`config.mk`:
```
export PLATFORM = sky130hd
export DESIGN_NAME = ifetch_ctrl
export DESIGN_NICKNAME = d
export VERILOG_FILES = /design/src/rtl/ifetch_ctrl.sv
export SDC_FILE = /design/constraint.sdc
export NUM_CORES = 1
export LEC_CHECK = 0
export ABC_AREA = 1
export CELL_PAD_IN_SITES_DETAIL_PLACEMENT = 0
export CELL_PAD_IN_SITES_GLOBAL_PLACEMENT = 1
export CORE_MARGIN = 5
export CORE_UTILIZATION = 32
export DETAILED_ROUTE_END_ITERATION = 16
export PLACE_DENSITY = 0.89
export SLEW_MARGIN = 20
export SYNTH_ARGS = -nofsm -noshare
export SYNTH_HDL_FRONTEND = slang
export SYNTH_SLANG_ARGS = --single-unit
```
`constraint.sdc`:
```
create_clock -name clk -period 3.1 [get_ports clk]
set_input_delay 0.62 -clock clk [delete_from_list [all_inputs] [get_ports clk]]
set_output_delay 0.62 -clock clk [all_outputs]
set_load 0.03 [all_outputs]
```
`src/rtl/ifetch_ctrl.sv`:
```
// Instruction-fetch controller: PC, IF/ID register and a debug read port
// that borrows one instruction-memory slot per access.
module ifetch_ctrl #(
  parameter logic [31:0] RESET_PC = 32'h0000_0000
) (
  input  logic        clk,
  input  logic        rst_n,
  input  logic        stall,
  input  logic        flush,
  input  logic        branch_taken,
  input  logic [31:0] branch_target,
  input  logic        dbg_req,
  input  logic [31:0] dbg_addr,
  output logic        dbg_ack,
  output logic [31:0] dbg_data,
  output logic [31:0] imem_addr,
  input  logic [31:0] imem_data,
  output logic [31:0] pc,
  output logic [31:0] ifid_instr,
  output logic [31:0] ifid_pc4,
  output logic        ifid_valid
);

  typedef enum logic [1:0] {
    FETCH = 2'd0,
    DBG   = 2'd1,
    ACK   = 2'd2
  } state_e;

  state_e      state_q, state_d;
  logic [31:0] pc_q, pc_d;
  logic [31:0] instr_q, instr_d;
  logic [31:0] pc4_q, pc4_d;
  logic        valid_q, valid_d;
  logic        ack_q, ack_d;
  logic [31:0] dbg_data_q, dbg_data_d;
  logic [31:0] pc_plus4;
  logic [31:0] tgt;
  logic        in_dbg;
  logic        unused_lsbs;

  assign pc_plus4    = pc_q + 32'd4;
  assign tgt         = {branch_target[31:2], 2'b00};
  assign in_dbg      = (state_q == DBG);
  assign unused_lsbs = ^{branch_target[1:0], dbg_addr[1:0]};

  assign imem_addr = in_dbg ? {dbg_addr[31:2], 2'b00} : pc_q;

  always_comb begin
    state_d = state_q;
    unique case (state_q)
      FETCH:   if (dbg_req) state_d = DBG;
      DBG:     state_d = ACK;
      ACK:     state_d = FETCH;
      default: state_d = FETCH;
    endcase
  end

  // The stolen slot holds the PC and feeds a bubble into IF/ID.
  always_comb begin
    pc_d       = pc_plus4;
    instr_d    = imem_data;
    pc4_d      = pc_plus4;
    valid_d    = 1'b1;
    ack_d      = (state_d == ACK);
    dbg_data_d = in_dbg ? imem_data : dbg_data_q;

    if (branch_taken)  pc_d = tgt;
    else if (stall)    pc_d = pc_q;
    else if (in_dbg)   pc_d = pc_q;

    if (flush || branch_taken) begin
      instr_d = '0;
      pc4_d   = '0;
      valid_d = 1'b0;
    end else if (stall) begin
      instr_d = instr_q;
      pc4_d   = pc4_q;
      valid_d = valid_q;
    end else if (in_dbg) begin
      instr_d = '0;
      pc4_d   = '0;
      valid_d = 1'b0;
    end
  end

  always_ff @(posedge clk or negedge rst_n) begin
    if (!rst_n) begin
      state_q    <= FETCH;
      pc_q       <= RESET_PC;
      instr_q    <= '0;
      pc4_q      <= '0;
      valid_q    <= 1'b0;
      ack_q      <= 1'b0;
      dbg_data_q <= '0;
    end else begin
      state_q    <= state_d;
      pc_q       <= pc_d;
      instr_q    <= instr_d;
      pc4_q      <= pc4_d;
      valid_q    <= valid_d;
      ack_q      <= ack_d;
      dbg_data_q <= dbg_data_d;
    end
  end

  assign pc         = pc_q;
  assign ifid_instr = instr_q;
  assign ifid_pc4   = pc4_q;
  assign ifid_valid = valid_q;
  assign dbg_ack    = ack_q;
  assign dbg_data   = dbg_data_q;

endmodule

```
==> summary.txt, run 1 <==
Status
  • Status: finished clean

Cells and area
  • Post-layout util: about half
  • Nets@finish: about 1.1k
  • Layout fillers: 1894
  • Fraction of layout cells with a size suffix above 1: approximately a tenth
  • N_diodes: 0
  • Post-route insts no fill: around 1.3k
  • Area growth syn-to-layout: 52.7%
  • Post-route cell area: 0.00948 mm^2

Setup path
  • Max incr delay on CP: between 500 and 600 ps
  • Largest fanout on the critical path: 54
  • Kind of end point of the critical path: output port
  • CP Buf/Inv Count: 2
  • WS Path Type: register to output port
  • Worst setup path startpoint: dbg_ack$_DFF_PN0_
  • Critical Path Source Type: register
  • Reg2reg start: state_q[0]$_DFF_PN0_
  • Critical path depth in cells: 4
  • R2R cell count: 7
  • CP top delay family: buffers and inverters
  • R2R Setup Slk: roughly 730 ps
  • Worst EP required: ~2500 ps
  • Critical Path, Cell by Cell: or2_2, inv_2, o21ai_0, buf_4
  • WP data arrival: between 2000 and 2500 ps
  • Worst-path cell with the longest stage delay: inv_2
  • Critical R2R Capture: ifid_instr[23]$_DFFE_PN0P_
  • Setup crit end: imem_addr[30]

Clock network
  • Clock Path Buffers: 2
  • CTS tree: done
  • Cts hold-fix bufs: 0
  • Setup Fix Bufs, Post-CTS: 0
  • Clk sink count: ~130
  • CTS H-Tree Depth: 4
  • Resized Gates After CTS: 0
  • Clk slew on worst S/H paths: ~60 ps
  • Skew-Pair Late Insertion Delay: between 400 and 500 ps
  • Root Buffer Master: clkbuf_16
  • CTS Buf Count: 17

Routing
  • ANT nets after route: 0
  • DRT Pass-1 Iters: 4
  • Post-Route WL: around 21000 um
  • DRC errors left: 0
  • WL/cell: about 16 um
  • Via density: between 4 and 5
  • Via Count: 5882
  • Initial DRC Count: 244

Placement
  • Placed cell count: between 1k and 1.5k
  • Input/output buffers: around 260
  • DP HPWL: between 15000 and 20000 um
  • Pre-CTS setup slack: ~470 ps
  • Area post-placement: 0.00892 mm^2
  • RD Place Congestion: roughly 0.80

Timing
  • Max-slew violations: 0
  • Peak Freq: roughly 360 MHz
  • Relative slew margins: 48.0%
  • Hold Violations, Final: 0
  • Slew @ Worst Pin: about 780 ps
  • Final Skew: approximately 11 ps
  • # setup viols final: 0
  • Period utilisation layout: roughly nine tenths
  • RSZ-0062 raised after global routing: no
  • Post-layout min period: around 2800 ps
  • Final worst slack: approximately 340 ps
  • Final setup TNS: 0 ps

Yosys
  • Post-synth EDFFs: 0
  • Largest area contributor in the netlist: dfrtp_1
  • Largest cells by area after synthesis: dfrtp_1 52%, nand2_1 19%, o21ai_0 7.8%, inv_1 5.0%, nand3_1 2.8%
  • Post-synthesis cell type count: 31
  • Cells after Synth: 792
  • Register area share after synthesis: roughly half
  • Synth Area per Inst: about 7.8 um^2
  • Synth top cells by count: 315 x nand2_1, 128 x dfrtp_1, 97 x o21ai_0
  • Number of synthesized register bits: approximately 130
  • YS warnings: 0
  • Post-synthesis async set-or-reset flop share: 100%
  • Synth top area share: a little over 50%
  • Netlist Area Pre-Place: around 0.0062 mm^2
  • Primary FF master, synth: dfrtp_1
  • Most numerous cell in the Yosys netlist: nand2_1

Floorplan
  • Die Width: approximately 150 um
  • Core ar.: a little under 0.02 mm^2
  • Die area: ~0.022 mm^2
  • Initial core utilization: 32.2%
  • Top-Level Pins: approximately 260
  • Row cnt: 51
  • Die Height: around 150 um

Pwr
  • PD cells: 609 mW/mm^2
  • Leakage: approximately 4.5 nW
  • Worst vdd ir: a little under 300 uV

Global route
  • Total congestion overflow: 0
  • Pin count of the biggest net entering global routing: 74
  • GRT Total Usage: 18.4%
  • First-pass GRT wire length: about 32000 um
  • Number of global-route vias before repair: a little under 6k
  • Initial antenna violation count: 0

Job
  • Number of max-cap violations: 0

Hold path
  • Worst min path class: input port to async pin
==> kinds of logic (layout without fill, tap and decap cells) <==
| logic type | after synthesis | after routing | share of synthesized area, % |
|---|---|---|---|
| other | 1 | 4 | 0.0604 |
| and+or+nand+nor | 405 | 405 | 27.5 |
| adders and majority gates | 1 | 1 | 0.201 |
| xor gates and xnor gates | 15 | 15 | 2.36 |
| DFF | 128 | 128 | 51.6 |
| buffers and inverters | 125 | 384 | 8.44 |
| AOI/OAI and AO/OA | 117 | 117 | 9.89 |
==> per-layer routing <==
| metal | routed length (um) | GRT usage, % | share of wire (%) | up-vias |
|---|---|---|---|---|
| li1 | - | - | - | 2947 |
| met5 | 0 | 0 | 0 | - |
| met3 | 1490 | 5.26 | 7.2 | 22 |
| met2 | 9600 | 29.8 | 47 | 197 |
| met4 | 378 | 5.35 | 1.8 | 0 |
| met1 | 9170 | 24.2 | 44 | 2716 |
==> power by group <==
part | switching [W] | internal [W] | total [W]
logic | 0.00111 | 0.000704 | 0.00182
registers | 0.000174 | 0.00188 | 0.00206
clock network | 0.000759 | 0.00115 | 0.00190
==> cell type report <==
type                            instances  area (um^2)  area share [%]
Clock inverter                         12          109            1.15
Sequential cell                       128         3200            33.8
Inverter                               88          330            3.48
Clock buffer                           20          457            4.82
Multi-Input combinational cell        542         2490            26.3
Tap cell                              265          332            3.50
Timing Repair Buffer                  264         2560            27.0
==> worst min path at each step <==
stage	endpoint	cells after the start
detailed placement	state_q[0]$_DFF_PN0_	1
floorplan	dbg_ack$_DFF_PN0_	0
global route	dbg_data[23]$_DFFE_PN0N_	1
CTS	dbg_data[23]$_DFFE_PN0N_	1
finish	dbg_data[23]$_DFFE_PN0N_	1
global placement	state_q[0]$_DFF_PN0_	1
==> flip-flops by register name, summed over array words and instances, names as in the netlist <==
name / count
dbg_data: 32
ifid_instr: 32
ifid_pc4: 31
pc: 30
dbg_ack: 1
ifid_valid: 1
state_q: 1
==> placed cells by master (no fill, tap or decap), types with 2 or more instances in the layout <==
master           Yosys  final
o21ai_1             10     10
clkbuf_8             0      2
clkinvlp_4           0      5
xor2_2               2      2
buf_4                5     38
nand3_1             35     35
nor2_1              29     29
nor2_2               3      3
nor2_4               8      8
clkinv_2             0      3
nand2_1            315    315
nand4_1              2      2
inv_1               83     83
o221ai_1             2      2
inv_6                0      2
conb_1               1      4
o211ai_1             6      6
nand2_2              5      5
dfrtp_1            128    128
nand2_4              3      3
inv_2                5      5
xor2_1              12     12
o21ai_0             97     97
nand3_2              2      2
clkdlybuf4s50_1      0    224
clkbuf_16            0     17
==> metrics by stage <==
| step | total power (W) | hold WS [ps] |
|---|---|---|
| 2_1_floorplan | 0.00305 | 324 |
| 3_3_place_gp | 0.00390 | 420 |
| 3_5_place_dp | 0.00392 | 430 |
| 4_1_cts | 0.00583 | 185 |
| 5_1_grt | 0.00605 | 192 |
| 6_report | 0.00578 | 157 |
Power figures use the tool's default switching activity.
==> run 2, diff against run 1 <==
- CORE_UTILIZATION: 32 -> 30
- PLACE_DENSITY: 0.89 -> 0.85
- clock period: 3.1 -> 2.95 ns (I/O delays scaled with it)
==> run 2 against run 1 <==
Power increased by 7.0%. Combinational power grew 5%. Sequential power up 5%. Hold slack lost 16 ps. Clock skew increased by 1.2 ps. Non-clock buffer count up 2. Critical endpoint is now imem_addr[16].
==> summary.txt, run 2 (same netlist as run 1, synthesis figures left out) <==
Pwr
  • Comb power frac: a little under a third
  • PD cells: approximately 650 mW/mm^2
  • Worst vdd ir: around 330 uV
  • Sw Pwr: about 0.0022 W
  • Seq pwr share: about a third
  • Sw frac: approximately a third
  • Power Internal: about 0.0040 W
  • Clock network power share: about a third
  • Leakage: roughly 4.5 nW

Floorplan
  • Row cnt: 52
  • Die area: roughly 0.024 mm^2
  • Core ar.: about 0.02 mm^2
  • Top-Level Pins: ~260
  • Initial core utilization: between 30% and 40%
  • Die Width: roughly 150 um
  • Die Height: roughly 150 um

Routing
  • Via density: approximately 4.4
  • Post-Route WL: about 21000 um
  • WL/cell: roughly 16 um
  • Via Count: between 5k and 6k
  • DRC errors left: 0
  • Initial DRC Count: 305
  • ANT nets after route: 0
  • DRT Pass-1 Iters: 5

Global route
  • Total congestion overflow: 0
  • GRT Total Usage: 17.6%
  • Number of global-route vias before repair: roughly 5.7k
  • First-pass GRT wire length: 32700 um
  • Initial antenna violation count: 0
  • Pin count of the biggest net entering global routing: 74

Placement
  • Pre-CTS setup slack: ~500 ps
  • Input/output buffers: 255
  • DP HPWL: roughly 16000 um
  • RD Place Congestion: approximately 0.82

Job
  • Number of max-cap violations: 0

Clock network
  • Resized Gates After CTS: 0
  • CTS H-Tree Depth: 4
  • Clk slew on worst S/H paths: approximately 60 ps
  • Clk sink count: 128
  • Skew-Pair Late Insertion Delay: between 400 and 500 ps
  • CTS Buf Count: 17
  • CTS tree: done
  • Setup Fix Bufs, Post-CTS: 0
  • Clock Path Buffers: 2
  • Cts hold-fix bufs: 0
  • Root Buffer Master: clkbuf_16

Timing
  • Hold Violations, Final: 0
  • # setup viols final: 0
  • Period utilisation layout: 90.4%
  • Final setup TNS: 0 ps
  • Hold slack: between 100 and 150 ps
  • RSZ-0062 raised after global routing: no
  • Max-slew violations: 0
  • Post-layout min period: between 2000 and 3000 ps
  • Relative slew margins: about 55%
  • Peak Freq: about 370 MHz
  • Final worst slack: roughly 280 ps
  • Final Skew: between 10 and 15 ps
  • Slew @ Worst Pin: 681 ps

Setup path
  • Critical Path Source Type: register
  • Worst setup path startpoint: dbg_ack$_DFF_PN0_
  • WS Path Type: register to output port
  • Worst-path cell with the longest stage delay: dfrtp_1
  • Max incr delay on CP: between 300 and 400 ps
  • CP Buf/Inv Count: 3
  • R2R cell count: 8
  • Critical Path, Cell by Cell: or2_2, inv_2, buf_12, nand2_1, o21ai_0, buf_4
  • Worst EP required: roughly 2400 ps
  • Critical path depth in cells: 6
  • Reg2reg start: state_q[0]$_DFF_PN0_
  • Largest fanout on the critical path: 28
  • Kind of end point of the critical path: output port
  • WP data arrival: between 2000 and 2500 ps
  • CP top delay family: buffers and inverters

Cells and area
  • Fraction of layout cells with a size suffix above 1: approximately 9.8%
  • Commonest non-fill, non-tap cell in the layout: nand2_1
  • Register area: ~0.0032 mm^2
  • Footprint of the multi-input gates: ~0.0025 mm^2
  • Layout fillers: approximately 2k
  • Area growth syn-to-layout: 54.1%
  • N_diodes: 0
  • Nets@finish: approximately 1.1k
  • Most frequent cells in the layout: 315 x nand2_1, 224 x clkdlybuf4s50_1, 128 x dfrtp_1

Hold path
  • Worst min path class: input port to async pin

Status
  • Status: finished clean
-- run 2: changes by cell type in the layout (fill, tap and decap cells not counted), moves of 2 or more --
cell	previous run	this run
inv_6	2	4
clkinv_4	1	3
buf_12	1	4
clkinvlp_4	5	3
-- run 2: path summary, 6_finish.rpt --
kind	endpoint	slack (ps)
worst max-delay path	imem_addr[16]	280
worst min-delay path	dbg_data[24]$_DFFE_PN0N_	140
worst max register to register	ifid_instr[18]$_DFFE_PN0P_	590
worst min register to register	state_q[0]$_DFF_PN0_	430
max in group asynchronous	ifid_instr[16]$_DFFE_PN0P_	2090
min in group clk	state_q[0]$_DFF_PN0_	430
-- run 2: cell type report --
cell class,instances,area share [%]
clock buffers,18,4.59
clock inverters,14,1.61
inverters,88,3.45
multi-input cells,542,26.1
flip-flops and latches,128,33.5
well taps,270,3.53
repair buffers,266,27.3
-- run 2: power by group through the flow --
stage                     clock network [W]  logic [W]  registers, W
after global placement                    0    0.00193       0.00219
final                               0.00210    0.00192       0.00216
after floorplan                           0   0.000607       0.00260
after global routing                0.00224    0.00206       0.00219
after detailed placement                  0    0.00194       0.00219
after CTS                           0.00214    0.00195       0.00216
-- run 2: stage by stage --
stage / utilization, % / power [W] / instance area (um^2) / std cells
after floorplan: - / 0.00321 / 6220 / 795
after global placement: 44.2 / 0.00412 / 8980 / 1294
after detailed placement: 44.2 / 0.00413 / 8980 / 1294
after CTS: 47.1 / 0.00626 / 9570 / 1326
after global routing: 47.1 / 0.00649 / 9570 / 1326
final: 47.1 / 0.00618 / 9570 / 1326
-- run 2: per-layer routing --
layer  part of all wire (%)  wire [um]  up-vias  global-route usage [%]
met3                    7.3       1530       14                    5.51
met2                     46       9740      214                    27.7
met5                      0          0        -                       0
li1                       -          -     2961                       -
met4                    1.0        217        0                    4.37
met1                     46       9600     2663                    23.8
